[config.mk]
export PLATFORM = sky130hd
export DESIGN_NAME = cs_out_buffer
export DESIGN_NICKNAME = d
export VERILOG_FILES = /design/src/rtl/cs_pkg.sv /design/src/rtl/cs_sync_fifo.sv /design/src/rtl/cs_out_buffer.sv
export SDC_FILE = /design/constraint.sdc
export NUM_CORES = 1
export LEC_CHECK = 0
export ABC_AREA = 1
export BUFFER_PORTS_ARGS = -buffer_cell sky130_fd_sc_hd__clkbuf_2
export CORE_ASPECT_RATIO = 1.25
export CORE_MARGIN = 1
export CORE_UTILIZATION = 24
export CTS_CLUSTER_DIAMETER = 150
export CTS_CLUSTER_SIZE = 25
export DETAILED_ROUTE_END_ITERATION = 8
export HOLD_SLACK_MARGIN = 0.1
export PLACE_DENSITY_LB_ADDON = 0.25
export RECOVER_POWER = 50
export SYNTH_ARGS = -nofsm -noshare
export SYNTH_HDL_FRONTEND = slang
export SYNTH_HIERARCHICAL = 1
export SYNTH_SLANG_ARGS = --single-unit
[constraint.sdc]
create_clock -name clk -period 4.05 [get_ports clk]
set_input_delay 0.405 -clock clk [delete_from_list [all_inputs] [get_ports clk]]
set_output_delay 0.405 -clock clk [all_outputs]
set_load 0.02 [all_outputs]
[src/rtl/cs_pkg.sv]
// Shared CS parameters, used by the CS averager, its output buffer and their benches.
package cs_pkg;
  localparam int CS_WIN = 9;   // sliding-window length in samples
  localparam int CS_XW  = 8;   // CS input sample width
  localparam int CS_YW  = 10;  // CS averaged output width
endpackage

[src/rtl/cs_sync_fifo.sv]
// Synchronous first-word-fall-through FIFO with an explicit level count.
module cs_sync_fifo
  import cs_pkg::*;
#(
  parameter int DEPTH = 8,
  parameter int DW    = CS_YW,
  parameter int LW    = $clog2(DEPTH) + 1
) (
  input  logic          clk,
  input  logic          reset,
  input  logic          push,
  input  logic          pop,
  input  logic [DW-1:0] wdata,
  output logic [DW-1:0] rdata,
  output logic [LW-1:0] level,
  output logic          full,
  output logic          empty
);
  localparam int AW = $clog2(DEPTH);

  logic [DW-1:0] mem [DEPTH];
  logic [AW-1:0] wr_ptr;
  logic [AW-1:0] rd_ptr;
  logic          wr_en;
  logic          rd_en;

  assign full  = (level == LW'(DEPTH));
  assign empty = (level == '0);

  // A full FIFO still accepts a write when the head leaves in the same cycle.
  assign rd_en = pop && !empty;
  assign wr_en = push && (!full || rd_en);

  // NOTE: the storage array has no reset; only pointers and level do, so the
  // array maps onto plain RAM/flops without a reset tree.
  always_ff @(posedge clk) begin
    if (wr_en) mem[wr_ptr] <= wdata;
  end

  always_ff @(posedge clk) begin
    if (reset) begin
      wr_ptr <= '0;
      rd_ptr <= '0;
      level  <= '0;
    end else begin
      if (wr_en) wr_ptr <= wr_ptr + AW'(1);
      if (rd_en) rd_ptr <= rd_ptr + AW'(1);
      case ({wr_en, rd_en})
        2'b10:   level <= level + LW'(1);
        2'b01:   level <= level - LW'(1);
        default: level <= level;
      endcase
    end
  end

  // Head is masked while empty so stale or uninitialised entries never show.
  assign rdata = empty ? '0 : mem[rd_ptr];

endmodule

[src/rtl/cs_out_buffer.sv]
// CS output buffer: waits out the window warm-up, then streams every average
// through a small FIFO, counting samples dropped while the consumer stalls.
module cs_out_buffer
  import cs_pkg::*;
#(
  parameter int DEPTH = 8,
  parameter int WIN   = CS_WIN,
  parameter int DW    = CS_YW,
  parameter int DCW   = 8
) (
  input  logic                       clk,
  input  logic                       reset,
  input  logic [DW-1:0]              y_in,
  output logic [DW-1:0]              m_data,
  output logic                       m_valid,
  input  logic                       m_ready,
  output logic                       warm,
  output logic [$clog2(DEPTH):0]     level,
  output logic                       overflow,
  output logic [DCW-1:0]             drop_cnt
);
  localparam int WCW = $clog2(WIN + 1);
  localparam int LW  = $clog2(DEPTH) + 1;

  logic [WCW-1:0] wcnt;
  logic           push;
  logic           pop;
  logic           drop;
  logic           full;
  logic           empty;

  always_ff @(posedge clk) begin
    if (reset)                  wcnt <= '0;
    else if (wcnt != WCW'(WIN)) wcnt <= wcnt + WCW'(1);
  end

  assign warm    = (wcnt == WCW'(WIN));
  assign push    = warm;
  assign m_valid = !empty;
  assign pop     = m_valid && m_ready;
  assign drop    = push && full && !pop;

  cs_sync_fifo #(
    .DEPTH (DEPTH),
    .DW    (DW),
    .LW    (LW)
  ) u_fifo (
    .clk   (clk),
    .reset (reset),
    .push  (push),
    .pop   (pop),
    .wdata (y_in),
    .rdata (m_data),
    .level (level),
    .full  (full),
    .empty (empty)
  );

  // Both drop indicators are sticky until reset; the count saturates.
  always_ff @(posedge clk) begin
    if (reset) begin
      overflow <= 1'b0;
      drop_cnt <= '0;
    end else if (drop) begin
      overflow <= 1'b1;
      if (drop_cnt != '1) drop_cnt <= drop_cnt + DCW'(1);
    end
  end

endmodule

==> impl_results.rst, run 1 <==
.. list-table::
   :header-rows: 1

   * - Metric
     - Value
   * - Site row count
     - 56
   * - Routability congestion estimate
     - 0.779
   * - Cells after DPL
     - between 600 and 700
   * - X dimension of the die
     - 125 µm
   * - Clock Skews
     - 5.78 ps
   * - Yosys warns
     - 6
   * - Number of gates resized after cts
     - 0
   * - Count of inserted antenna diode cells
     - 0
   * - Critical Path Sink Type
     - output port
   * - Count of cell types in the netlist
     - 32
   * - IO Port Bufs
     - 37
   * - Count of clock tree sinks
     - 106
   * - Leading area contributor after synthesis
     - edfxtp_1
   * - Sum of overflow across all layers after global routing
     - 0
   * - Total global routing track utilization
     - 11.9%
   * - Hold/Removal Path Class
     - input port to flop
   * - First-pass GRT wire length
     - 16900 µm
   * - Setup slack, reg-to-reg
     - 1260 ps
   * - Count of buffer and inverter cells on the critical path
     - 1
   * - Crit-path max FO
     - 40
   * - Power per unit of standard cell area
     - around 420 nW/µm²
   * - Most instantiated cells after synthesis
     - nor2_1, edfxtp_1, o21ai_0
   * - Kind of cell adding the most delay to the critical path
     - flip-flops
   * - Total CTS buffers
     - 9
   * - Area share of the leading cell type in the synthesized netlist
     - 52.6%
   * - Detailed-route vias per instance
     - approximately 4.5
   * - Startpoint of the lowest-slack hold path
     - reset
   * - Top cells by area in the synthesized netlist
     - edfxtp_1, dfxtp_1, nor2_1
   * - Pins over their slew limit
     - 0
   * - DRC violation total after the first TritonRoute iteration
     - 231
   * - Number of antenna violations at the first check in global routing
     - 0
   * - Top flip-flop cell by instance count after synthesis
     - edfxtp_1
   * - CTS tree
     - built
   * - CTS Root Cell
     - clkbuf_16
   * - Area of the mapped netlist
     - between 4000 and 5000 µm²
   * - Die Area
     - 19600 µm²
   * - Endpoint of the worst hold-timing path
     - u_fifo/wr_ptr[0]
   * - Clock slew at the register clock pins of the worst setup and hold paths
     - 70 ps
   * - Post-Route WL
     - ~11000 µm
   * - Number of nets in the synthesized netlist
     - approximately 450
   * - Non-filler instance count after layout
     - 699
   * - Fraction of final layout cells sized beyond drive strength 1
     - under 10%
   * - Number of cells produced by synthesis
     - approximately 430
   * - Slew at the pin closest to its max-slew limit
     - 1220 ps
   * - Required time at the worst-slack endpoint
     - 3640 ps
   * - H-tree lvl count
     - 3
   * - Capture instance of the worst register-to-register path
     - u_fifo/mem[6][7]
   * - Final worst-path cycle share
     - 71.6%
   * - Top-level I/O count
     - 38
   * - Via Count
     - about 3.1k
   * - Nature of the critical path startpoint
     - flop
   * - Vias in the first global route
     - between 3k and 4k
   * - Start-to-end type of the worst setup path
     - flop to output port
   * - Detailed Routing Iterations Pass 1
     - 6
   * - R2R depth
     - 12
   * - Crit path DAT
     - 2500 ps
   * - Post-synth EDFFs
     - 80
   * - Most frequent cell on the critical path
     - o21ai_0
   * - Max Cap Viol
     - 0
   * - Outcome
     - complete, but fails checks
   * - Share of synthesized flip-flops with an asynchronous set or reset
     - 0%
   * - Hold path cells
     - 2
   * - Fmax
     - 345 MHz
   * - Layout net count
     - 483
   * - Initial core utilization
     - 24.4%
   * - Cts hold-fix bufs
     - 0
   * - Static leakage power
     - 1.81 nW
   * - Most frequently used cell type in the post-synthesis netlist
     - nor2_1
   * - DRC errors left
     - 1
   * - Clock period minus final worst setup slack
     - 2900 ps
   * - Final HPWL DP
     - ~7600 µm
   * - Slowest cell on the critical path
     - dfxtp_1
   * - Biggest cell delay along the critical path
     - 1130 ps
   * - Final setup violation count
     - 0
   * - FF-to-FF Start
     - u_fifo/level[0]
   * - Floorplan die height
     - approximately 160 µm
   * - Peak supply drop
     - 0.200 mV
   * - Worst-case headroom to the max-slew limit
     - 18.7%
   * - Number of flip-flops and latches in the synthesized netlist
     - 106
   * - Skew-Pair Late Insertion Delay
     - approximately 350 ps
   * - Synthesized area per cell
     - 10.7 µm²
   * - Core area
     - approximately 19000 µm²
   * - Failing checks
     - DRC
   * - Setup repair after global routing missed its margin
     - false
   * - Postcts setup bufs
     - 0
   * - Setup_tns
     - 0 ps
   * - Final hold slack
     - 320 ps
   * - Hold violation count in the final report
     - 0
   * - Clock buffer depth
     - 2
   * - Syn-to-layout area delta
     - 14.6%
   * - Maximum number of pins on one net before global-route repair
     - 41
   * - Count of nets left with antenna violations after detail routing
     - 0
   * - Cells along the critical path
     - nor2_1, o21ai_0, o21ai_0, o21ai_0, nor2_1, clkbuf_2
   * - Routed wirelength normalized by instance count
     - 15.6 µm
   * - Sequential share of the synthesized area
     - 64.1%
worst max path at each step:
stage | start | to | slack [ps] | depth (start not counted)
6_report | flop | m_data[7] | 1150 | 6
5_1_grt | u_fifo/level[0] | u_fifo/mem[0][4] | 860 | 12
4_1_cts | flop | m_data[7] | 1140 | 6
3_5_place_dp | u_fifo/level[3] | u_fifo/mem[1][7] | 1380 | 12
3_3_place_gp | u_fifo/level[3] | u_fifo/mem[1][4] | 1460 | 12
2_1_floorplan | u_fifo/level[3] | u_fifo/mem[0][0] | 1410 | 13
registers in the layout, summed over array words and instances (netlist names), named ones only:
| name | flops |
|---|---|
| u_fifo/rd_ptr | 3 |
| wcnt | 4 |
| u_fifo/wr_ptr | 3 |
| u_fifo/level | 4 |
| overflow | 1 |
| drop_cnt | 8 |
| u_fifo/mem | 80 |
worst reg2reg max path, stage by stage, from the launching register on:
cell     delay, ps
dfxtp_1        410
nor2_1         120
nand2_1        340
inv_1           80
inv_1           90
nand2_1         70
inv_1          100
inv_1           60
nand4_1         80
nand2_1        100
inv_1          110
nand2_1        180
nor2_1         680
cells in the final DEF (no fill, tap or decap):
master and n:
a21oi_1 15, buf_4 1, bufinv_16 2, clkbuf_1 23
clkbuf_16 9, clkbuf_2 14, clkinv_4 1, clkinv_8 1
dfxtp_1 26, edfxtp_1 80, fa_1 1, ha_1 7
inv_1 34, inv_2 3, inv_6 1, inv_8 2
mux2i_1 10, nand2_1 40, nand2_2 4, nand2_4 1
nand3_1 15, nand3_2 3, nand3b_1 3, nand4_1 2
nor2_1 90, nor2_2 3, nor2_4 1, nor3_1 2
o21ai_0 54, o21ai_1 7, o22ai_1 10, xnor2_1 1
xor2_1 1
cell type report:
cell class / count / area, µm²
Clock inverter: 7 / 116
Clock buffer: 9 / 225
Tap cell: 232 / 290
Fill cell: 1925 / 13500
Multi-Input combinational cell: 270 / 1370
Inverter: 37 / 139
Timing Repair Buffer: 38 / 164
Sequential cell: 106 / 2920
power by group:
| group | switching [W] | internal, W | total, W |
|---|---|---|---|
| combinational | 0.0000284 | 0.00000785 | 0.0000362 |
| clock | 0.000415 | 0.000559 | 0.000974 |
| sequential | 0.00000291 | 0.00117 | 0.00117 |
| total | 0.000447 | 0.00173 | 0.00218 |
metrics by stage:
step / setup slack [ps] / util, % / total power (W) / cell area (µm²)
after CTS: 1140 / 28.4 / 0.00221 / 5310
after floorplan: 1410 / - / 0.00121 / 4560
final: 1150 / 28.0 / 0.00218 / 5230
after global placement: 1460 / 26.6 / 0.00124 / 4970
after detailed placement: 1380 / 26.6 / 0.00124 / 4970
after global routing: 862 / 28.0 / 0.00225 / 5230
cell families after synthesis:
family | synth area share (%)
XOR/XNOR | 0.384
AND/OR/NAND/NOR | 16.3
buffers and inverters | 4.74
flip-flops | 64.1
AO/OA/AOI/OAI | 9.95
multiplexers | 2.19
adder cells (fa/ha/maj) | 2.36
metal layers:
layer / part of all wire [%] / vias up / global-route usage [%]
met5: 0 / - / 0
met4: 3.8 / 0 / 6.85
met3: 3.3 / 24 / 2.81
met2: 51 / 72 / 21.5
met1: 42 / 1490 / 12.7
li1: - / 1535 / -
(Power assumes the default switching activity.)
==> inputs of run 2 (changes only) <==
clock period = 2.9 ns   (was 4.05 ns; I/O delays follow)
==> run 2 against run 1 <==
Effect of this change: the flow now finishes without violations; register-to-register slack lost 710 ps; setup slack worse by 600 ps; first-iteration DRC count decreased by 48%; die area unchanged; critical path depth grew 5; non-clock buffer count grew 12; flip-flop and latch count is the same; clock power is 26% higher; combinational power increased by 27%; sequential power up 40%; global-route usage fell by 1.3 points; critical path type is now flop to flop; critical endpoint is now drop_cnt[1].
==> impl_results.rst, run 2 (synthesis results as in run 1) <==
.. list-table::
   :header-rows: 1

   * - Metric
     - Value
   * - Outcome
     - finished, final reports clean
   * - Hold/Removal Path Class
     - input port to flop
   * - CTS Root Cell
     - clkbuf_16
   * - Via Count
     - 3125
   * - Die Area
     - 19600 µm²
   * - Fraction of final layout cells sized beyond drive strength 1
     - 12.1%
   * - Most frequent cell on the critical path
     - nor2_1
   * - Worst-case headroom to the max-slew limit
     - between 40 and 50%
   * - Cells along the critical path
     - nor2_1, nand2_4, inv_1, inv_1, nand2_1, nand2_1, nor2_1, nand2_2, inv_2, nor2_1, nor2_1
   * - Share of power burned in the clock network
     - 42.3%
   * - Number of gates resized after cts
     - 0
   * - Met3 Track Usage GR
     - under 10%
   * - Routability congestion estimate
     - 0.746
   * - Clock period minus final worst setup slack
     - 2350 ps
   * - Start point of the critical path
     - u_fifo/level[0]
   * - Initial core utilization
     - 24.4%
   * - Regs by FF count
     - u_fifo/mem (80), drop_cnt (8)
   * - Max Cap Viol
     - 0
   * - Site row count
     - 56
   * - Detailed Routing Iterations Pass 1
     - 6
   * - Count of nets left with antenna violations after detail routing
     - 0
   * - Final Power
     - 0.00291 W
   * - Startpoint of the lowest-slack hold path
     - reset
   * - Syn-to-layout area delta
     - 15.9%
   * - Biggest cell delay along the critical path
     - between 600 and 700 ps
   * - Maximum number of pins on one net before global-route repair
     - roughly 40
   * - Count of inserted antenna diode cells
     - 0
   * - Max reg flops
     - 80
   * - Start-to-end type of the worst setup path
     - flop to flop
   * - Pins over their slew limit
     - 0
   * - Final setup violation count
     - 0
   * - Clock slew at the register clock pins of the worst setup and hold paths
     - about 70 ps
   * - Core area
     - 18700 µm²
   * - Fmax
     - 426 MHz
   * - Total CTS buffers
     - 9
   * - Top-level I/O count
     - 38
   * - Slew at the pin closest to its max-slew limit
     - 824 ps
   * - Skew-Pair Late Insertion Delay
     - 350 ps
   * - Routed wirelength normalized by instance count
     - 13.7 µm
   * - H-tree lvl count
     - 3
   * - Routing usage on met2
     - 17.8%
   * - Final hold slack
     - 189 ps
   * - Leading cell types in the layout, fill and taps excluded
     - nor2_1, edfxtp_1, o21ai_0, nand2_1, inv_1
   * - Leading cell type in the layout, fill and taps excluded
     - nor2_1
   * - Setup_tns
     - 0 ps
   * - DRC violation total after the first TritonRoute iteration
     - ~120
   * - Kind of cell adding the most delay to the critical path
     - simple AND/OR/NAND/NOR gates
   * - Setup repair after global routing missed its margin
     - false
   * - Slowest cell on the critical path
     - nor2_1
   * - Nature of the critical path startpoint
     - flop
   * - Count of buffer and inverter cells on the critical path
     - 3
   * - Crit path DAT
     - 2630 ps
   * - Postcts setup bufs
     - 0
   * - Cts hold-fix bufs
     - 0
   * - Number of antenna violations at the first check in global routing
     - 0
   * - Static leakage power
     - 1.85 nW
   * - Floorplan die height
     - roughly 160 µm
   * - Post-Route WL
     - 9750 µm
   * - DRC errors left
     - 0
   * - Final worst-path cycle share
     - 81.0%
   * - CTS tree
     - built
   * - Sw Share
     - between 20% and 30%
   * - Reg power frac
     - 56.2%
   * - Peak supply drop
     - between 0.3 and 0.4 mV
   * - Register containing the most flip-flops in the final layout
     - u_fifo/mem
   * - Power per unit of standard cell area
     - 550 nW/µm²
   * - Clock Skews
     - 5.10 ps
   * - Int Pwr
     - 0.00232 W
   * - Critical Path Sink Type
     - flop
   * - First-pass GRT wire length
     - 15700 µm
   * - X dimension of the die
     - 125 µm
   * - Sum of overflow across all layers after global routing
     - 0
   * - Hold violation count in the final report
     - 0
   * - Final HPWL DP
     - 6790 µm
   * - Clock buffer depth
     - 2
   * - FILL cells
     - 1957
   * - Vias in the first global route
     - 3044
   * - Layout net count
     - 495
   * - Crit-path max FO
     - 13
   * - Sw Pwr
     - 0.000593 W
   * - Total global routing track utilization
     - 10.6%
   * - IO Port Bufs
     - 37
   * - Detailed-route vias per instance
     - 4.40
   * - Power share of the combinational group
     - 1.6%
   * - Required time at the worst-slack endpoint
     - between 3000 and 4000 ps
   * - Count of clock tree sinks
     - 106
   * - Global route hottest layer
     - met2
   * - FF-to-FF Start
     - u_fifo/level[0]
   * - Met1 usage
     - 12.3%
run 2: cell type report:
cell class	instances	area [µm²]	share of cell area [%]
Sequential cell	106	2920	55.3
Multi-Input combinational cell	270	1390	26.2
Tap cell	232	290	5.49
Timing Repair Buffer	50	253	4.78
Clock buffer	9	225	4.26
Inverter	37	139	2.63
Clock inverter	7	75.1	1.42
run 2: metal layers:
| metal | wire (µm) | vias up | share of wire [%] |
|---|---|---|---|
| met5 | 0 | - | 0 |
| met4 | 223 | 0 | 2.3 |
| met3 | 499 | 15 | 5.1 |
| met2 | 4660 | 64 | 48 |
| met1 | 4370 | 1493 | 45 |
| li1 | - | 1553 | - |
run 2: per-stage QoR:
| step | instance area [µm²] | worst slack (ps) | util [%] | cells |
|---|---|---|---|---|
| detailed placement | 5060 | 678 | 27.0 | 695 |
| finish | 5290 | 550 | 28.3 | 711 |
| global route | 5290 | 251 | 28.3 | 711 |
| global placement | 5060 | 750 | 27.0 | 695 |
| CTS | 5360 | 591 | 28.6 | 711 |
| floorplan | 4560 | 256 | - | 428 |
run 2: final timing paths:
path	to	slack, ps	depth (start not counted)
worst min register to register	u_fifo/rd_ptr[2]	470	2
worst min-delay path	overflow	190	2
worst max register to register	drop_cnt[1]	550	11
worst max-delay path	drop_cnt[1]	550	11
run 2: worst reg2reg max path, delay by kind of cell, from the launching register on:
family / cells / cell delay [ps]
flip-flops: 1 / 350
buffers and inverters: 3 / 260
AND/OR/NAND/NOR: 8 / 1670
run 2: power groups by stage:
| stage | Clock [W] | Sequential, W | Combinational (W) |
|---|---|---|---|
| 3_5_place_dp | 0 | 0.00167 | 0.0000513 |
| 6_report | 0.00123 | 0.00164 | 0.0000458 |
| 2_1_floorplan | 0 | 0.00167 | 0.0000180 |
| 4_1_cts | 0.00128 | 0.00163 | 0.0000513 |
| 3_3_place_gp | 0 | 0.00167 | 0.0000499 |
| 5_1_grt | 0.00133 | 0.00164 | 0.0000526 |
